--- config.mk ---
export PLATFORM = sky130hd
export DESIGN_NAME = mac_accumulator_flat
export DESIGN_NICKNAME = d
export VERILOG_FILES = /design/src/rtl/mac_accumulator_if.sv /design/src/rtl/mac_accumulator.sv /design/src/flat_wrapper.sv
export SDC_FILE = /design/constraint.sdc
export NUM_CORES = 1
export LEC_CHECK = 0
export BUFFER_PORTS_ARGS = -buffer_cell sky130_fd_sc_hd__buf_2
export CAP_MARGIN = 20
export CORE_MARGIN = 5
export CORE_UTILIZATION = 40
export DETAILED_ROUTE_END_ITERATION = 6
export HOLD_SLACK_MARGIN = 0.08
export PLACE_DENSITY = 0.58
export SLEW_MARGIN = 10
export SYNTH_ARGS = -nofsm -noshare
export SYNTH_HDL_FRONTEND = slang
export SYNTH_SLANG_ARGS = --single-unit
--- constraint.sdc ---
create_clock -name clk -period 3.5 [get_ports clk]
set_input_delay 0.875 -clock clk [delete_from_list [all_inputs] [get_ports clk]]
set_output_delay 0.875 -clock clk [all_outputs]
set_load 0.02 [all_outputs]
--- src/rtl/mac_accumulator_if.sv ---
// Operand/result bundle for mac_accumulator.
// slave = accumulator side, master = producer/consumer side.
interface mac_accumulator_if #(
    parameter int MAC_WIDTH      = 36,
    parameter int SPECTRAL_BANDS = 100
);
    localparam int CW = $clog2(SPECTRAL_BANDS);

    logic [MAC_WIDTH-1:0] mac_in_1;
    logic [MAC_WIDTH-1:0] mac_in_2;
    logic                 mac_valid_in;
    logic                 mac_reset;
    logic [MAC_WIDTH-1:0] mac_out;
    logic                 mac_valid_out;
    logic                 mac_last;
    logic [CW-1:0]        band_count;
    logic                 overflow;
    logic                 operand_err;

    modport slave (
        input  mac_in_1,
        input  mac_in_2,
        input  mac_valid_in,
        input  mac_reset,
        output mac_out,
        output mac_valid_out,
        output mac_last,
        output band_count,
        output overflow,
        output operand_err
    );

    modport master (
        output mac_in_1,
        output mac_in_2,
        output mac_valid_in,
        output mac_reset,
        input  mac_out,
        input  mac_valid_out,
        input  mac_last,
        input  band_count,
        input  overflow,
        input  operand_err
    );
endinterface

--- src/rtl/mac_accumulator.sv ---
// 2-stage signed multiply-accumulate over SPECTRAL_BANDS terms per pixel.
// Define MAC_SAT_EN to saturate the sum on overflow instead of wrapping.
module mac_accumulator #(
    parameter int SPECTRAL_BANDS = 100,
    parameter int WIDTH          = 16,
    parameter int MAC_WIDTH      = 36
) (
    input  logic             clk,
    input  logic             rst_n,
    mac_accumulator_if.slave bus
);
    localparam int CW = $clog2(SPECTRAL_BANDS);
    localparam int PW = 2 * WIDTH;
    localparam int XW = MAC_WIDTH - WIDTH;
    localparam logic [CW-1:0] LAST_IDX = CW'(SPECTRAL_BANDS - 1);

    logic signed [WIDTH-1:0]     a_lo;
    logic signed [WIDTH-1:0]     b_lo;
    logic signed [PW-1:0]        a_x;
    logic signed [PW-1:0]        b_x;
    logic signed [PW-1:0]        prod;
    logic                        accept;
    logic                        a_bad;
    logic                        b_bad;

    logic [CW-1:0]               in_cnt_q;
    logic [CW-1:0]               in_cnt_d;
    logic                        s1_vld_q;
    logic signed [PW-1:0]        s1_prod_q;
    logic [CW-1:0]               s1_idx_q;
    logic                        s1_first;

    logic signed [MAC_WIDTH-1:0] acc_q;
    logic signed [MAC_WIDTH-1:0] acc_d;
    logic signed [MAC_WIDTH-1:0] base;
    logic signed [MAC_WIDTH-1:0] p_ext;
    logic signed [MAC_WIDTH-1:0] sum;
    logic                        add_ovf;
    logic                        ovf_q;
    logic                        ovf_d;
    logic [MAC_WIDTH-1:0]        out_q;
    logic                        vld_q;
    logic                        last_q;
    logic [CW-1:0]               band_q;
    logic                        operr_q;

    assign accept = bus.mac_valid_in & ~bus.mac_reset;
    assign a_lo   = bus.mac_in_1[WIDTH-1:0];
    assign b_lo   = bus.mac_in_2[WIDTH-1:0];
    assign a_x    = a_lo;
    assign b_x    = b_lo;
    assign prod   = a_x * b_x;
    assign a_bad  = bus.mac_in_1[MAC_WIDTH-1:WIDTH] != {XW{a_lo[WIDTH-1]}};
    assign b_bad  = bus.mac_in_2[MAC_WIDTH-1:WIDTH] != {XW{b_lo[WIDTH-1]}};

    assign in_cnt_d = (in_cnt_q == LAST_IDX) ? '0 : in_cnt_q + CW'(1);

    always_ff @(posedge clk or negedge rst_n) begin
        if (!rst_n) begin
            in_cnt_q  <= '0;
            s1_vld_q  <= 1'b0;
            s1_prod_q <= '0;
            s1_idx_q  <= '0;
        end else if (bus.mac_reset) begin
            in_cnt_q <= '0;
            s1_vld_q <= 1'b0;
        end else begin
            s1_vld_q <= bus.mac_valid_in;
            if (bus.mac_valid_in) begin
                s1_prod_q <= prod;
                s1_idx_q  <= in_cnt_q;
                in_cnt_q  <= in_cnt_d;
            end
        end
    end

    // Only rst_n clears the operand error; mac_reset leaves it alone.
    always_ff @(posedge clk or negedge rst_n) begin
        if (!rst_n) begin
            operr_q <= 1'b0;
        end else if (accept && (a_bad || b_bad)) begin
            operr_q <= 1'b1;
        end
    end

    assign s1_first = (s1_idx_q == '0);
    assign p_ext    = s1_prod_q;

`ifdef MAC_SAT_EN
    localparam logic [MAC_WIDTH-1:0] SAT_MAX = {1'b0, {(MAC_WIDTH-1){1'b1}}};
    localparam logic [MAC_WIDTH-1:0] SAT_MIN = {1'b1, {(MAC_WIDTH-1){1'b0}}};

    logic clamp_q;
    logic clamp_d;

    always_comb begin
        base    = s1_first ? '0 : acc_q;
        sum     = base + p_ext;
        add_ovf = 1'b0;
        acc_d   = sum;
        clamp_d = s1_first ? 1'b0 : clamp_q;
        if (!s1_first && clamp_q) begin
            acc_d = acc_q;
        end else if ((base[MAC_WIDTH-1] == p_ext[MAC_WIDTH-1]) &&
                     (sum[MAC_WIDTH-1] != base[MAC_WIDTH-1])) begin
            add_ovf = 1'b1;
            clamp_d = 1'b1;
            acc_d   = base[MAC_WIDTH-1] ? SAT_MIN : SAT_MAX;
        end
        ovf_d = s1_first ? add_ovf : (ovf_q | add_ovf);
    end

    always_ff @(posedge clk or negedge rst_n) begin
        if (!rst_n) begin
            clamp_q <= 1'b0;
        end else if (bus.mac_reset) begin
            clamp_q <= 1'b0;
        end else if (s1_vld_q) begin
            clamp_q <= clamp_d;
        end
    end
`else
    always_comb begin
        base    = s1_first ? '0 : acc_q;
        sum     = base + p_ext;
        acc_d   = sum;
        add_ovf = (base[MAC_WIDTH-1] == p_ext[MAC_WIDTH-1]) &&
                  (sum[MAC_WIDTH-1] != base[MAC_WIDTH-1]);
        ovf_d   = s1_first ? add_ovf : (ovf_q | add_ovf);
    end
`endif

    // mac_out survives mac_reset; the internal sum does not.
    always_ff @(posedge clk or negedge rst_n) begin
        if (!rst_n) begin
            acc_q  <= '0;
            out_q  <= '0;
            vld_q  <= 1'b0;
            last_q <= 1'b0;
            band_q <= '0;
            ovf_q  <= 1'b0;
        end else if (bus.mac_reset) begin
            acc_q  <= '0;
            vld_q  <= 1'b0;
            last_q <= 1'b0;
            band_q <= '0;
            ovf_q  <= 1'b0;
        end else begin
            vld_q  <= s1_vld_q;
            last_q <= s1_vld_q && (s1_idx_q == LAST_IDX);
            if (s1_vld_q) begin
                acc_q  <= acc_d;
                out_q  <= acc_d;
                band_q <= s1_idx_q;
                ovf_q  <= ovf_d;
            end
        end
    end

    assign bus.mac_out       = out_q;
    assign bus.mac_valid_out = vld_q;
    assign bus.mac_last      = last_q;
    assign bus.band_count    = band_q;
    assign bus.overflow      = ovf_q;
    assign bus.operand_err   = operr_q;
endmodule

--- src/flat_wrapper.sv ---
// flat-port wrapper written by rule: the top's interface ports become plain ports
module mac_accumulator_flat 
#(
    parameter int SPECTRAL_BANDS = 100,
    parameter int WIDTH          = 16,
    parameter int MAC_WIDTH      = 36
)
  (clk, rst_n, bus_mac_in_1, bus_mac_in_2, bus_mac_valid_in, bus_mac_reset, bus_mac_out, bus_mac_valid_out, bus_mac_last, bus_band_count, bus_overflow, bus_operand_err);
  mac_accumulator_if #(.MAC_WIDTH(MAC_WIDTH), .SPECTRAL_BANDS(SPECTRAL_BANDS)) bus_i ();
  input  logic clk;
  input  logic rst_n;
  input wire logic [$bits(bus_i.mac_in_1)-1:0] bus_mac_in_1;
  input wire logic [$bits(bus_i.mac_in_2)-1:0] bus_mac_in_2;
  input wire logic [$bits(bus_i.mac_valid_in)-1:0] bus_mac_valid_in;
  input wire logic [$bits(bus_i.mac_reset)-1:0] bus_mac_reset;
  output wire logic [$bits(bus_i.mac_out)-1:0] bus_mac_out;
  output wire logic [$bits(bus_i.mac_valid_out)-1:0] bus_mac_valid_out;
  output wire logic [$bits(bus_i.mac_last)-1:0] bus_mac_last;
  output wire logic [$bits(bus_i.band_count)-1:0] bus_band_count;
  output wire logic [$bits(bus_i.overflow)-1:0] bus_overflow;
  output wire logic [$bits(bus_i.operand_err)-1:0] bus_operand_err;
  assign bus_i.mac_in_1 = bus_mac_in_1;
  assign bus_i.mac_in_2 = bus_mac_in_2;
  assign bus_i.mac_valid_in = bus_mac_valid_in;
  assign bus_i.mac_reset = bus_mac_reset;
  assign bus_mac_out = bus_i.mac_out;
  assign bus_mac_valid_out = bus_i.mac_valid_out;
  assign bus_mac_last = bus_i.mac_last;
  assign bus_band_count = bus_i.band_count;
  assign bus_overflow = bus_i.overflow;
  assign bus_operand_err = bus_i.operand_err;
  mac_accumulator #(.SPECTRAL_BANDS(SPECTRAL_BANDS), .WIDTH(WIDTH), .MAC_WIDTH(MAC_WIDTH)) u_core (.clk(clk), .rst_n(rst_n), .bus(bus_i));
endmodule
==> metrics.yaml <==
global_route:
  grt_max_degree: 82
  grt_pass1_vias: 15050
  grt_pass1_wl_um: 75820
  grt_overflow: 0
  antenna_found_initial: 0
  grt_util_all_layers_pct: 19.31
final_layout:
  stdcell_area_um2: 23310
  syn_to_final_growth_pct: 36.21
  seq_area_um2: 3253
  layout.nets: 2748
  fill_cells: 3671
  final_util_pct: 55.33
  drive_above_1_share_pct: 32.13
  diodes: 0
  multi_input_area_um2: 14110
floorplanning:
  core_um2: 42130
  rows: 75
  start_util_pct: 40.62
  die_h_um: 216.8
  dieArea_um2: 47020
  pin_count: 123
  die_w_um: 216.8
clocking:
  cts_tree: "yes"
  root_buffer: "clkbuf_16"
  cts-htree-levels: 4
  clkTransAtPathRegs_ns: 0.05
  clock_path_buffers: 2
  cts_buffers: 17
  worstSkewPairLatency_ns: 0.42
  cts.sinks: 130
routing:
  dr.pass1.iters: 5
  wire_per_inst_um: 16.12
  vias: 14080
  routed_wl_um: 45810
  drc: 0
  vias_per_cell: 4.954
  drtAntennaViolNets: 0
  dr.first_iter.drc_count: 694
setup_path:
  cp_max_fo: 8
  r2r_cells: 17
  cp_data_required_time_ns: 3.79
  rr_startpoint: "u_core.s1_idx_q[1]$_DFFE_PN0P_"
  r2r_end: "u_core.acc_q[32]$_DFFE_PN0P_"
  critical_path_class: "input pin to register"
  worst-r2r-setup-slack_ns: -0.09
  end_kind: "register"
  critPathArrivalTime_ns: 6.15
  critPathLaunchType: "input pin"
run_status:
  status: "complete, but fails checks"
  violations: "negative setup slack"
yosys:
  synth_cells: 1919
  ys_ff_latch: 130
  avgSynthCellArea_um2: 8.918
  synth_cell_types: 59
  synthFlopType: "dfrtp_1"
  synth_edf_count: 0
  synth-seq-area-share_pct: 19.01
  yosys_warnings: 0
  async_flop_share_pct: 100.0
  synth_area_um2: 17110
  syn_nets: 2376
min_path:
  hold_path.class: "input pin to asynchronous set/reset pin"
sta:
  setup_violations: 35
  min_period_ns: 5.856
  rsz0062_at_grt: "true"
  hold_viol: 0
  setup_slack_ns: -2.356
  worst_pin_slew_ns: 0.6725
  fmax_mhz: 170.8
  fin_crit_sh_pct: 167.3
  max-slew-margin-rel_pct: 54.60
  finClkSkew_ns: 0.01031
  final_max_slew_viol_count: 0
place:
  gp_congestion: 0.9043
  io_buffers: 122
  dpl_cell_area_um2: 20480
  place_hpwl_um: 36050
run:
  cap_viol_max_count: 0
-- metrics by stage --
| step | setup TNS [ns] | setup slack, ns | cells | hold slack [ns] |
|---|---|---|---|---|
| finish | -46.75 | -2.356 | 2842 | 0.4479 |
| global route | -55.15 | -2.564 | 2842 | 0.4911 |
| CTS | -46.51 | -2.387 | 2815 | 0.4756 |
| detailed placement | -70.02 | -3.064 | 2755 | 0.4610 |
| global placement | -67.84 | -3.001 | 2755 | 0.4543 |
| floorplan | -51.52 | -2.722 | 1919 | 0.4414 |
-- per-layer routing --
metal,up-vias,share of wire [%],GRT usage [%]
li1,6829,-,-
met1,6970,47,27.17
met2,253,49,32.74
met3,26,2.8,2.029
met4,0,1.0,3.939
met5,-,0,0
-- cell type report --
| cell class | count | area share, % |
|---|---|---|
| Sequential cell | 130 | 13.96 |
| Multi-Input combinational cell | 1416 | 60.54 |
| Clock inverter | 10 | 0.5743 |
| Inverter | 299 | 4.836 |
| Timing Repair Buffer | 427 | 15.22 |
| Tap cell | 539 | 2.893 |
| Clock buffer | 21 | 1.975 |
-- state kept, by name, summed over array words and instances (netlist names), 7 cells and up --
name / cells
u_core.s1_prod_q: 32
u_core.in_cnt_q: 7
u_core.s1_idx_q: 7
u_core.acc_q: 36
u_core.bus.mac_out: 36
u_core.bus.band_count: 7
-- cell usage in the layout (no fill, tap or decap), drive strengths merged, types with 7 or more instances in the layout --
cell type / count
nor3: 21
clkbuf: 25
mux2i: 18
o31ai: 11
o21ai: 105
and3: 11
clkinv: 7
nand2: 290
o22ai: 7
xor2: 24
and2: 172
buf: 423
nor4: 8
ha: 118
nor2: 81
xnor2: 32
a21o: 34
o21a: 12
nand2b: 9
dfrtp: 130
a21oi: 71
a211oi: 12
nand4: 11
a31oi: 10
nand3: 25
fa: 263
nor3b: 9
o21bai: 9
inv: 297
-- synth_stat cells, types with 2 or more instances --
| library cell | number | share of area, % |
|---|---|---|
| or3_1 | 6 | 0.22 |
| nor4_1 | 7 | 0.26 |
| nor2b_1 | 5 | 0.18 |
| a21oi_1 | 71 | 2.1 |
| xor2_1 | 24 | 1.2 |
| or4_1 | 2 | 0.088 |
| a21boi_0 | 2 | 0.088 |
| nand4_1 | 10 | 0.37 |
| o21bai_1 | 8 | 0.35 |
| nor3b_1 | 8 | 0.35 |
| o21ai_1 | 7 | 0.20 |
| o31ai_1 | 11 | 0.48 |
| a211oi_2 | 2 | 0.15 |
| clkinv_1 | 2 | 0.044 |
| fa_1 | 263 | 31 |
| nor3_1 | 21 | 0.61 |
| clkbuf_1 | 70 | 1.5 |
| a221oi_1 | 4 | 0.20 |
| and3_1 | 11 | 0.40 |
| nand3_1 | 25 | 0.73 |
| xnor2_1 | 32 | 1.6 |
| nor2_1 | 81 | 1.8 |
| a31oi_1 | 10 | 0.37 |
| o311ai_0 | 5 | 0.26 |
| inv_1 | 296 | 6.5 |
| mux2i_1 | 18 | 1.1 |
| a21o_1 | 34 | 1.5 |
| buf_1 | 3 | 0.066 |
| nand2b_1 | 9 | 0.33 |
| nand3b_1 | 5 | 0.22 |
| dfrtp_1 | 130 | 19 |
| nand2_1 | 289 | 6.3 |
| or2_2 | 4 | 0.15 |
| a211oi_1 | 10 | 0.44 |
| o21ai_0 | 98 | 2.9 |
| o211ai_1 | 6 | 0.26 |
| a221o_1 | 2 | 0.12 |
| and2_1 | 172 | 6.3 |
| a41oi_1 | 2 | 0.10 |
| ha_1 | 118 | 8.6 |
| o22ai_1 | 7 | 0.26 |
| o21a_1 | 12 | 0.53 |
-- cells by family after synthesis --
kind of cell	after synthesis	synth area share, %
xor+xnor	56	2.866
buf+inv	373	8.188
mux	19	1.119
flops	130	19.01
fa+ha+maj	381	39.39
simple gates	661	18.72
compound gates	299	10.71
-- worst max-delay path by stage --
stage | endpoint | depth (start not counted) | startpoint | slack [ns]
6_report | u_core.s1_prod_q[28]$_DFFE_PN0P_ | 21 | bus_mac_in_2[4] | -2.36
5_1_grt | u_core.s1_prod_q[30]$_DFFE_PN0P_ | 21 | bus_mac_in_2[4] | -2.56
4_1_cts | u_core.s1_prod_q[28]$_DFFE_PN0P_ | 23 | bus_mac_in_2[1] | -2.39
3_5_place_dp | u_core.s1_prod_q[28]$_DFFE_PN0P_ | 21 | bus_mac_in_1[7] | -3.06
3_3_place_gp | u_core.s1_prod_q[30]$_DFFE_PN0P_ | 23 | bus_mac_in_1[7] | -3.00
2_1_floorplan | u_core.s1_prod_q[30]$_DFFE_PN0P_ | 21 | bus_mac_in_1[15] | -2.72
-- what timing repair did --
item,in CTS,in global routing
cloned,2,3
pin swaps,137,147
buffers inserted,28,33
hold buffers,0,0
setup endpoints to repair,66,72
resized for setup,242,181
-- worst max-delay path, cell delays in order --
cell and delay, ns:
buf_12 0.12, and2_4 0.15, fa_1 0.54, inv_1 0.05, fa_2 0.52, fa_1 0.40
inv_1 0.09, fa_1 0.43, fa_1 0.52, inv_1 0.05, fa_1 0.47, inv_1 0.04
ha_2 0.17, a21o_4 0.22, nor3b_4 0.20, a211oi_2 0.12, or3_4 0.39, a221o_1 0.35
a31oi_1 0.17, xor2_1 0.16, o21ai_1 0.09
Power is not shown: default switching activity piles up to over one toggle a cycle in this logic, so the estimate is an artifact.
